<file path="config.mk">
export PLATFORM = sky130hd
export DESIGN_NAME = blob_lane_serializer
export DESIGN_NICKNAME = d
export VERILOG_FILES = /design/src/rtl/blob_lane_serializer.sv
export SDC_FILE = /design/constraint.sdc
export NUM_CORES = 1
export LEC_CHECK = 0
export ABC_AREA = 1
export BUFFER_PORTS_ARGS = -buffer_cell sky130_fd_sc_hd__buf_2
export CELL_PAD_IN_SITES_DETAIL_PLACEMENT = 1
export CELL_PAD_IN_SITES_GLOBAL_PLACEMENT = 1
export CORE_ASPECT_RATIO = 0.8
export CORE_MARGIN = 2
export CORE_UTILIZATION = 49
export CTS_CLUSTER_SIZE = 20
export DETAILED_ROUTE_END_ITERATION = 8
export GPL_TIMING_DRIVEN = 1
export PLACE_DENSITY_LB_ADDON = 0.25
export RECOVER_POWER = 25
export REMOVE_ABC_BUFFERS = 1
export SKIP_LAST_GASP = 1
export SYNTH_ARGS = -nofsm -noshare
export SYNTH_HDL_FRONTEND = slang
export SYNTH_SLANG_ARGS = --single-unit
</file>
<file path="constraint.sdc">
create_clock -name clk -period 10.1 [get_ports clk]
set_input_delay 1.515 -clock clk [delete_from_list [all_inputs] [get_ports clk]]
set_output_delay 1.515 -clock clk [all_outputs]
set_load 0.01 [all_outputs]
</file>
<file path="src/rtl/blob_lane_serializer.sv">
// Width-converting elastic stage: buffers LANES*DW-bit beats in a small FIFO and
// serializes them one DW-bit lane per cycle, lane 0 first, carrying eop through.
module blob_lane_serializer #(
  parameter int LANES      = 8,
  parameter int DW         = 16,
  parameter int FIFO_DEPTH = 4,
  parameter int FIFO_AW    = 2,
  parameter int SKID       = 2
) (
  input  logic                clk,
  input  logic                rst,
  input  logic [LANES*DW-1:0] blob_din,
  input  logic                blob_din_en,
  input  logic                blob_din_eop,
  output logic                blob_din_rdy,
  output logic [DW-1:0]       blob_dout,
  output logic                blob_dout_en,
  output logic                blob_dout_eop,
  input  logic                blob_dout_rdy,
  output logic                overflow
);

  localparam int BEAT_W = LANES * DW;
  localparam int LANE_W = (LANES > 1) ? $clog2(LANES) : 1;
  localparam logic [FIFO_AW:0]  DEPTH_C   = FIFO_DEPTH[FIFO_AW:0];
  localparam logic [FIFO_AW:0]  SKID_C    = SKID[FIFO_AW:0];
  localparam logic [LANE_W-1:0] LAST_LANE = LANE_W'(LANES - 1);

  typedef enum logic {
    S_IDLE,
    S_SHIFT
  } state_t;

  logic [BEAT_W:0]    r_mem [FIFO_DEPTH];
  logic [FIFO_AW-1:0] r_wr_ptr;
  logic [FIFO_AW-1:0] r_rd_ptr;
  logic [FIFO_AW:0]   r_count;
  logic               r_overflow;

  state_t             r_state,    w_state_nxt;
  logic [BEAT_W-1:0]  r_shift,    w_shift_nxt;
  logic               r_eop,      w_eop_nxt;
  logic [LANE_W-1:0]  r_lane,     w_lane_nxt;
  logic [DW-1:0]      r_dout,     w_dout_nxt;
  logic               r_dout_en,  w_dout_en_nxt;
  logic               r_dout_eop, w_dout_eop_nxt;

  logic               w_push;
  logic               w_pop;
  logic               w_full;
  logic               w_nonempty;
  logic [BEAT_W:0]    w_head;
  logic [DW-1:0]      w_lane_word;

  assign w_full       = (r_count == DEPTH_C);
  assign w_nonempty   = (r_count != '0);
  assign w_push       = blob_din_en && !w_full;
  assign w_head       = r_mem[r_rd_ptr];
  assign w_lane_word  = r_shift[int'(r_lane)*DW +: DW];
  // Conservative: ignores a pop that may happen on the same edge.
  assign blob_din_rdy = (DEPTH_C - r_count) > SKID_C;

  // NOTE: storage has no reset; validity is tracked by r_count, which is reset.
  always_ff @(posedge clk) begin
    if (w_push) r_mem[r_wr_ptr] <= {blob_din_eop, blob_din};
  end

  // NOTE: sequential state uses non-blocking assignments so all registers
  // update from the same pre-edge values.
  always_ff @(posedge clk or posedge rst) begin
    if (rst) begin
      r_wr_ptr   <= '0;
      r_rd_ptr   <= '0;
      r_count    <= '0;
      r_overflow <= 1'b0;
    end else begin
      if (w_push) r_wr_ptr <= r_wr_ptr + FIFO_AW'(1);
      if (w_pop)  r_rd_ptr <= r_rd_ptr + FIFO_AW'(1);
      case ({w_push, w_pop})
        2'b10:   r_count <= r_count + (FIFO_AW+1)'(1);
        2'b01:   r_count <= r_count - (FIFO_AW+1)'(1);
        default: r_count <= r_count;
      endcase
      if (blob_din_en && w_full) r_overflow <= 1'b1;
    end
  end

  always_ff @(posedge clk or posedge rst) begin
    if (rst) begin
      r_state    <= S_IDLE;
      r_shift    <= '0;
      r_eop      <= 1'b0;
      r_lane     <= '0;
      r_dout     <= '0;
      r_dout_en  <= 1'b0;
      r_dout_eop <= 1'b0;
    end else begin
      r_state    <= w_state_nxt;
      r_shift    <= w_shift_nxt;
      r_eop      <= w_eop_nxt;
      r_lane     <= w_lane_nxt;
      r_dout     <= w_dout_nxt;
      r_dout_en  <= w_dout_en_nxt;
      r_dout_eop <= w_dout_eop_nxt;
    end
  end

  // NOTE: every output of this block gets a default first, so no path can
  // leave a signal unassigned and infer a latch.
  always_comb begin
    w_state_nxt    = r_state;
    w_shift_nxt    = r_shift;
    w_eop_nxt      = r_eop;
    w_lane_nxt     = r_lane;
    w_dout_nxt     = r_dout;
    w_dout_en_nxt  = 1'b0;
    w_dout_eop_nxt = 1'b0;
    w_pop          = 1'b0;
    case (r_state)
      S_IDLE: begin
        if (w_nonempty && blob_dout_rdy) begin
          w_pop         = 1'b1;
          w_shift_nxt   = w_head[BEAT_W-1:0];
          w_eop_nxt     = w_head[BEAT_W];
          w_dout_nxt    = w_head[DW-1:0];
          w_dout_en_nxt = 1'b1;
          w_lane_nxt    = LANE_W'(1);
          w_state_nxt   = S_SHIFT;
        end
      end
      S_SHIFT: begin
        if (blob_dout_rdy) begin
          w_dout_nxt    = w_lane_word;
          w_dout_en_nxt = 1'b1;
          if (r_lane == LAST_LANE) begin
            w_dout_eop_nxt = r_eop;
            w_lane_nxt     = '0;
            // Next beat's lane 0 goes out on the following edge: no bubble.
            if (w_nonempty) begin
              w_pop       = 1'b1;
              w_shift_nxt = w_head[BEAT_W-1:0];
              w_eop_nxt   = w_head[BEAT_W];
            end else begin
              w_state_nxt = S_IDLE;
            end
          end else begin
            w_lane_nxt = r_lane + LANE_W'(1);
          end
        end
      end
      default: w_state_nxt = S_IDLE;
    endcase
  end

  assign blob_dout     = r_dout;
  assign blob_dout_en  = r_dout_en;
  assign blob_dout_eop = r_dout_eop;
  assign overflow      = r_overflow;

endmodule

</file>
# Yosys cells after proc, flatten, opt, wreduce, memory -nomap -nowiden
# Memories as Yosys holds them, arrays and structs flattened.
# Index checks and enable logic that the tools add are counted.
# Widths: inputs -> output; s select.
# word_totals
output_inout_bits,20
romBits,0
latchBits,0
ram_bits,516
inputBits,133
ff_bits,159
memories,1
# classes
n_eq_ne,8
div,0
n_addsub,6
multipliers,0
shift,1
n_bitwise,1
order_cmp,1
n_reduce_logical,8
mux,33
# mem_list
memory,depth,word_bits,rd,rd_ports_with_merged_regs,wr,line_no,source
r_mem,4,129,1,0,1,34,logic [BEAT_W:0] r_mem [FIFO_DEPTH];
# ops
op,n
$mux 128,4
$pmux 128 s2,1
$shiftx 128x8->16,1
$mux 16,2
$pmux 16 s2,1
$mux 1,16
$pmux 3 s2,2
$mux 3,3
$pmux 1 s2,4
$add 3x1->3 const B,2
$eq 3x3->1 const B,2
$add 2x1->2 const B,2
$ne 2x1->1 const B,2
$ne 2x2->1 const B,2
$reduce_and 4->1,1
$gt 3x2->1 const B,1
$logic_and 1x1->1,3
$reduce_bool 3->1,1
$sub 3x1->3 const B,1
$sub 3x3->3 const A,1
$eq 2x1->1 const B,1
$eq 2x2->1 const B,1
$reduce_and 2->1,1
$reduce_bool 2->1,1
2 further kinds,2

# Longest topological paths before layout
# depth
word_depth,7
mapped_depth,14

# Worst setup path after synthesis
# OpenSTA, ideal clock, no wires.
# synth_path
path_type,input-to-reg
startpoint,input port blob_din_en
endpoint,"memory r_mem[0][0] (netlist bit), enable pin"
path_buffers,0
required_time_ns,9.481
arrival_time_ns,7.057
setup_slack_ns,2.424
cell_stages,2
cell_sequence,nand2_1 > nor2_1
# synth_between
elab_chain_len,3
# synth_rtl
element,line_no,source
"start, declared",13,"input logic blob_din_en,"
$logic_and 1x1->1,57,assign w_push = blob_din_en && !w_full;
$mux 1,65,"if (w_push) r_mem[r_wr_ptr] <= {blob_din_eop, blob_din};"
$mux 1 (implied by the code),65,
"end, declared",34,
# Every way passes these cells.

# Final worst setup path
# layout_path
startpoint,input port blob_din_en
endpoint,"memory r_mem[3][119] (netlist bit), enable pin"
# Same word-level chain as after synthesis.

==> flow_metrics.env <==
export IMPL_synth_top_cell_area_share_pct=57.8
export IMPL_synth_seq_cells=675
export IMPL_worst_slew_pin_slew_ps=1220
export IMPL_dr_total_vias=17700
export IMPL_synth_area_mm2=0.0268
export IMPL_routed_wl_mm=69.4
export IMPL_final_nets=2509
export IMPL_fin_setup_tns_ps=0
export IMPL_gp_congestion=0.744
export IMPL_holdPathStages=2
export IMPL_crit_end="r_mem[3][119]"
export IMPL_insertedDiodeCount=0
export IMPL_die_w_um=266
export IMPL_synth_top_cells_by_area="edfxtp_1, dfrtp_1, nand2_1"
export IMPL_cts_hold_buffers=0
export IMPL_core_area_mm2=0.0539
export IMPL_netlist_instances=2266
export IMPL_rr_startpoint="r_count[0]"
export IMPL_htreeDepth=3
export IMPL_mostFrequentLayoutCell="edfxtp_1"
export IMPL_setup_viol=0
export IMPL_total_power_mw=9.48
export IMPL_routedWlPerCell_um=22.3
export IMPL_yosysWarnings=0
export IMPL_report_final_slew_viol_count=0
export IMPL_cap_violations=0
export IMPL_layout_cells_non_filler=3118
export IMPL_hold_slack_ps=488
export IMPL_dieHeight_um=213
export IMPL_post_route_min_period_ps=3660
export IMPL_slew_headroom_pct=18.5
export IMPL_hpwl_mm=37.9
export IMPL_die_area_mm2=0.0566
export IMPL_gr_usage_all_layers_pct=25.3
export IMPL_synth_top_area_cell="edfxtp_1"
export IMPL_ant_nets=0
export IMPL_drt_first_iter_violations=1443
export IMPL_max_freq_ghz=0.273
export IMPL_fin_ws_ps=6440
export IMPL_criticalPathCategory="input port to flip-flop"
export IMPL_p_leak_nw=11.2
export IMPL_clkPwrFrac_pct=28.1
export IMPL_rsz0062_at_grt="false"
export IMPL_synth_edff_count=516
export IMPL_hold_class="flip-flop to flip-flop"
export IMPL_start_kind="input port"
export IMPL_drive_gt1_share_pct=8.61
export IMPL_cts_tree="done"
export IMPL_finalCritPeriodShare_pct=36.3
export IMPL_cp_arrival_ps=3890
export IMPL_p_sw_share_pct=35.0
export IMPL_antenna_found_initial=2
export IMPL_syn2layout_area_growth_pct=12.5
export IMPL_fin_area_mm2=0.0302
export IMPL_post_dp_cell_area_mm2=0.0279
export IMPL_cts_sinks=675
export IMPL_grt_pass1_vias=19200
export IMPL_fin_util_pct=56.0
export IMPL_final_cell_mix="edfxtp_1, nand2_1, nor2_1"
export IMPL_hold_violations=0
export IMPL_pwr_share_comb_pct=28.6
export IMPL_switchingPower_mw=3.32
export IMPL_crit_required_ps=10320
export IMPL_synthFlopType="edfxtp_1"
export IMPL_cts_reportedPaths_clkPinSlew_ps=60
export IMPL_rrSetupSlack_ps=6490
export IMPL_root_buffer="clkbuf_16"
export IMPL_reg2reg_depth=7
export IMPL_start_util_pct=49.7
export IMPL_rows=76
export IMPL_intPower_mw=6.16
export IMPL_power_density_mw_per_mm2=314
export IMPL_grt_max_degree=248
export IMPL_drc=0
export IMPL_pre_cts_ws_ps=5750
export IMPL_async_flop_share_pct=23.6
export IMPL_port_buffer_count=152
export IMPL_finalClockSkew_ps=16.6
export IMPL_power_frac_seq_pct=43.3
export IMPL_rr_endpoint="r_mem[3][119]"
export IMPL_synth_seq_area_share_pct=72.6
export IMPL_grt_overflow_total=0
export IMPL_postCtsSetupBuffers=0
export IMPL_grt_pass1_wl_mm=110
export IMPL_place_inst=2996
export IMPL_cts_resized=0
export IMPL_cts_buffer_depth=3
export IMPL_clock_latency_ps=610
export IMPL_viasPerCell=5.68
export IMPL_avgSynthCellArea_um2=11.8
export IMPL_worstSetupEndpointType="flip-flop"
export IMPL_synth_distinct_cells=30
export IMPL_peakVddDrop_mv=0.171
export IMPL_setup_worst_path_start="blob_din_en"
export IMPL_firstDrtPassIters=5
export IMPL_cts_buffers=68
export IMPL_status="completed"
export IMPL_ios=153
export IMPL_worstPathMaxFanout=63
worst min-delay path by stage:
stage | from | endpoint | slack (ps)
global route | overflow | overflow | 520
floorplan | r_count[0] | r_count[0] | 450
global placement | overflow | overflow | 440
detailed placement | r_shift[6] | r_shift[6] | 480
finish | r_shift[6] | r_shift[6] | 490
CTS | r_shift[0] | r_shift[0] | 490
layer usage:
metal  GRT usage (%)  up-vias  part of all wire, %
met2            42.6      389                   50
met1            33.8     9117                   44
li1                -     8083                    -
met5               0        -                0.042
met3            4.37      111                  4.5
met4            7.85        4                  2.4
sequential cells by signal (all words and copies together), names as in the netlist:
register,flops
r_lane,3
r_wr_ptr,2
r_shift,128
r_eop,1
blob_dout_eop,1
r_mem,516
r_count,3
r_state,1
blob_dout_en,1
overflow,1
r_rd_ptr,2
blob_dout,16
cell type report:
| type | count | area (µm²) |
|---|---|---|
| Fill cell | 5456 | 23800 |
| Inverter | 153 | 592 |
| Multi-Input combinational cell | 1296 | 6040 |
| Clock buffer | 100 | 2050 |
| Timing Repair Buffer | 170 | 807 |
| Sequential cell | 675 | 19500 |
| Tap cell | 702 | 878 |
| Clock inverter | 22 | 318 |
critical path, stage by stage:
cell     delay [ps]
buf_2           100
nand2_1         310
nor2_4          930
buf_4           960
synth_stat cells (4+ instances only):
cell,instances
edfxtp_1,516
nand2_1,357
nor2_1,275
o21ai_0,267
nand3_1,160
dfrtp_1,159
inv_1,148
o22ai_1,113
o21ai_1,79
buf_2,55
clkbuf_1,53
buf_6,16
a21oi_1,15
ha_1,11
clkbuf_2,8
buf_4,7
a21oi_2,5
nand3_2,4
xor2_1,4
cells by family after synthesis:
| family | after synthesis | synth area share [%] |
|---|---|---|
| adder cells (fa/ha/maj) | 12 | 0.588 |
| buffers and inverters | 295 | 5.03 |
| AND/OR/NAND/NOR | 798 | 12.0 |
| XOR/XNOR | 5 | 0.163 |
| AO/OA/AOI/OAI | 481 | 9.59 |
| flip-flops | 675 | 72.6 |
power groups by stage:
stage          sequential, mW  clock (mW)  combinational [mW]
2_1_floorplan            4.23           0                1.69
3_3_place_gp             4.12           0                2.59
3_5_place_dp             4.16           0                2.72
4_1_cts                  4.11        2.71                2.76
5_1_grt                  4.17        2.82                3.06
6_report                 4.11        2.67                2.71
No activity file was read; power rests on OpenSTA's default activity.
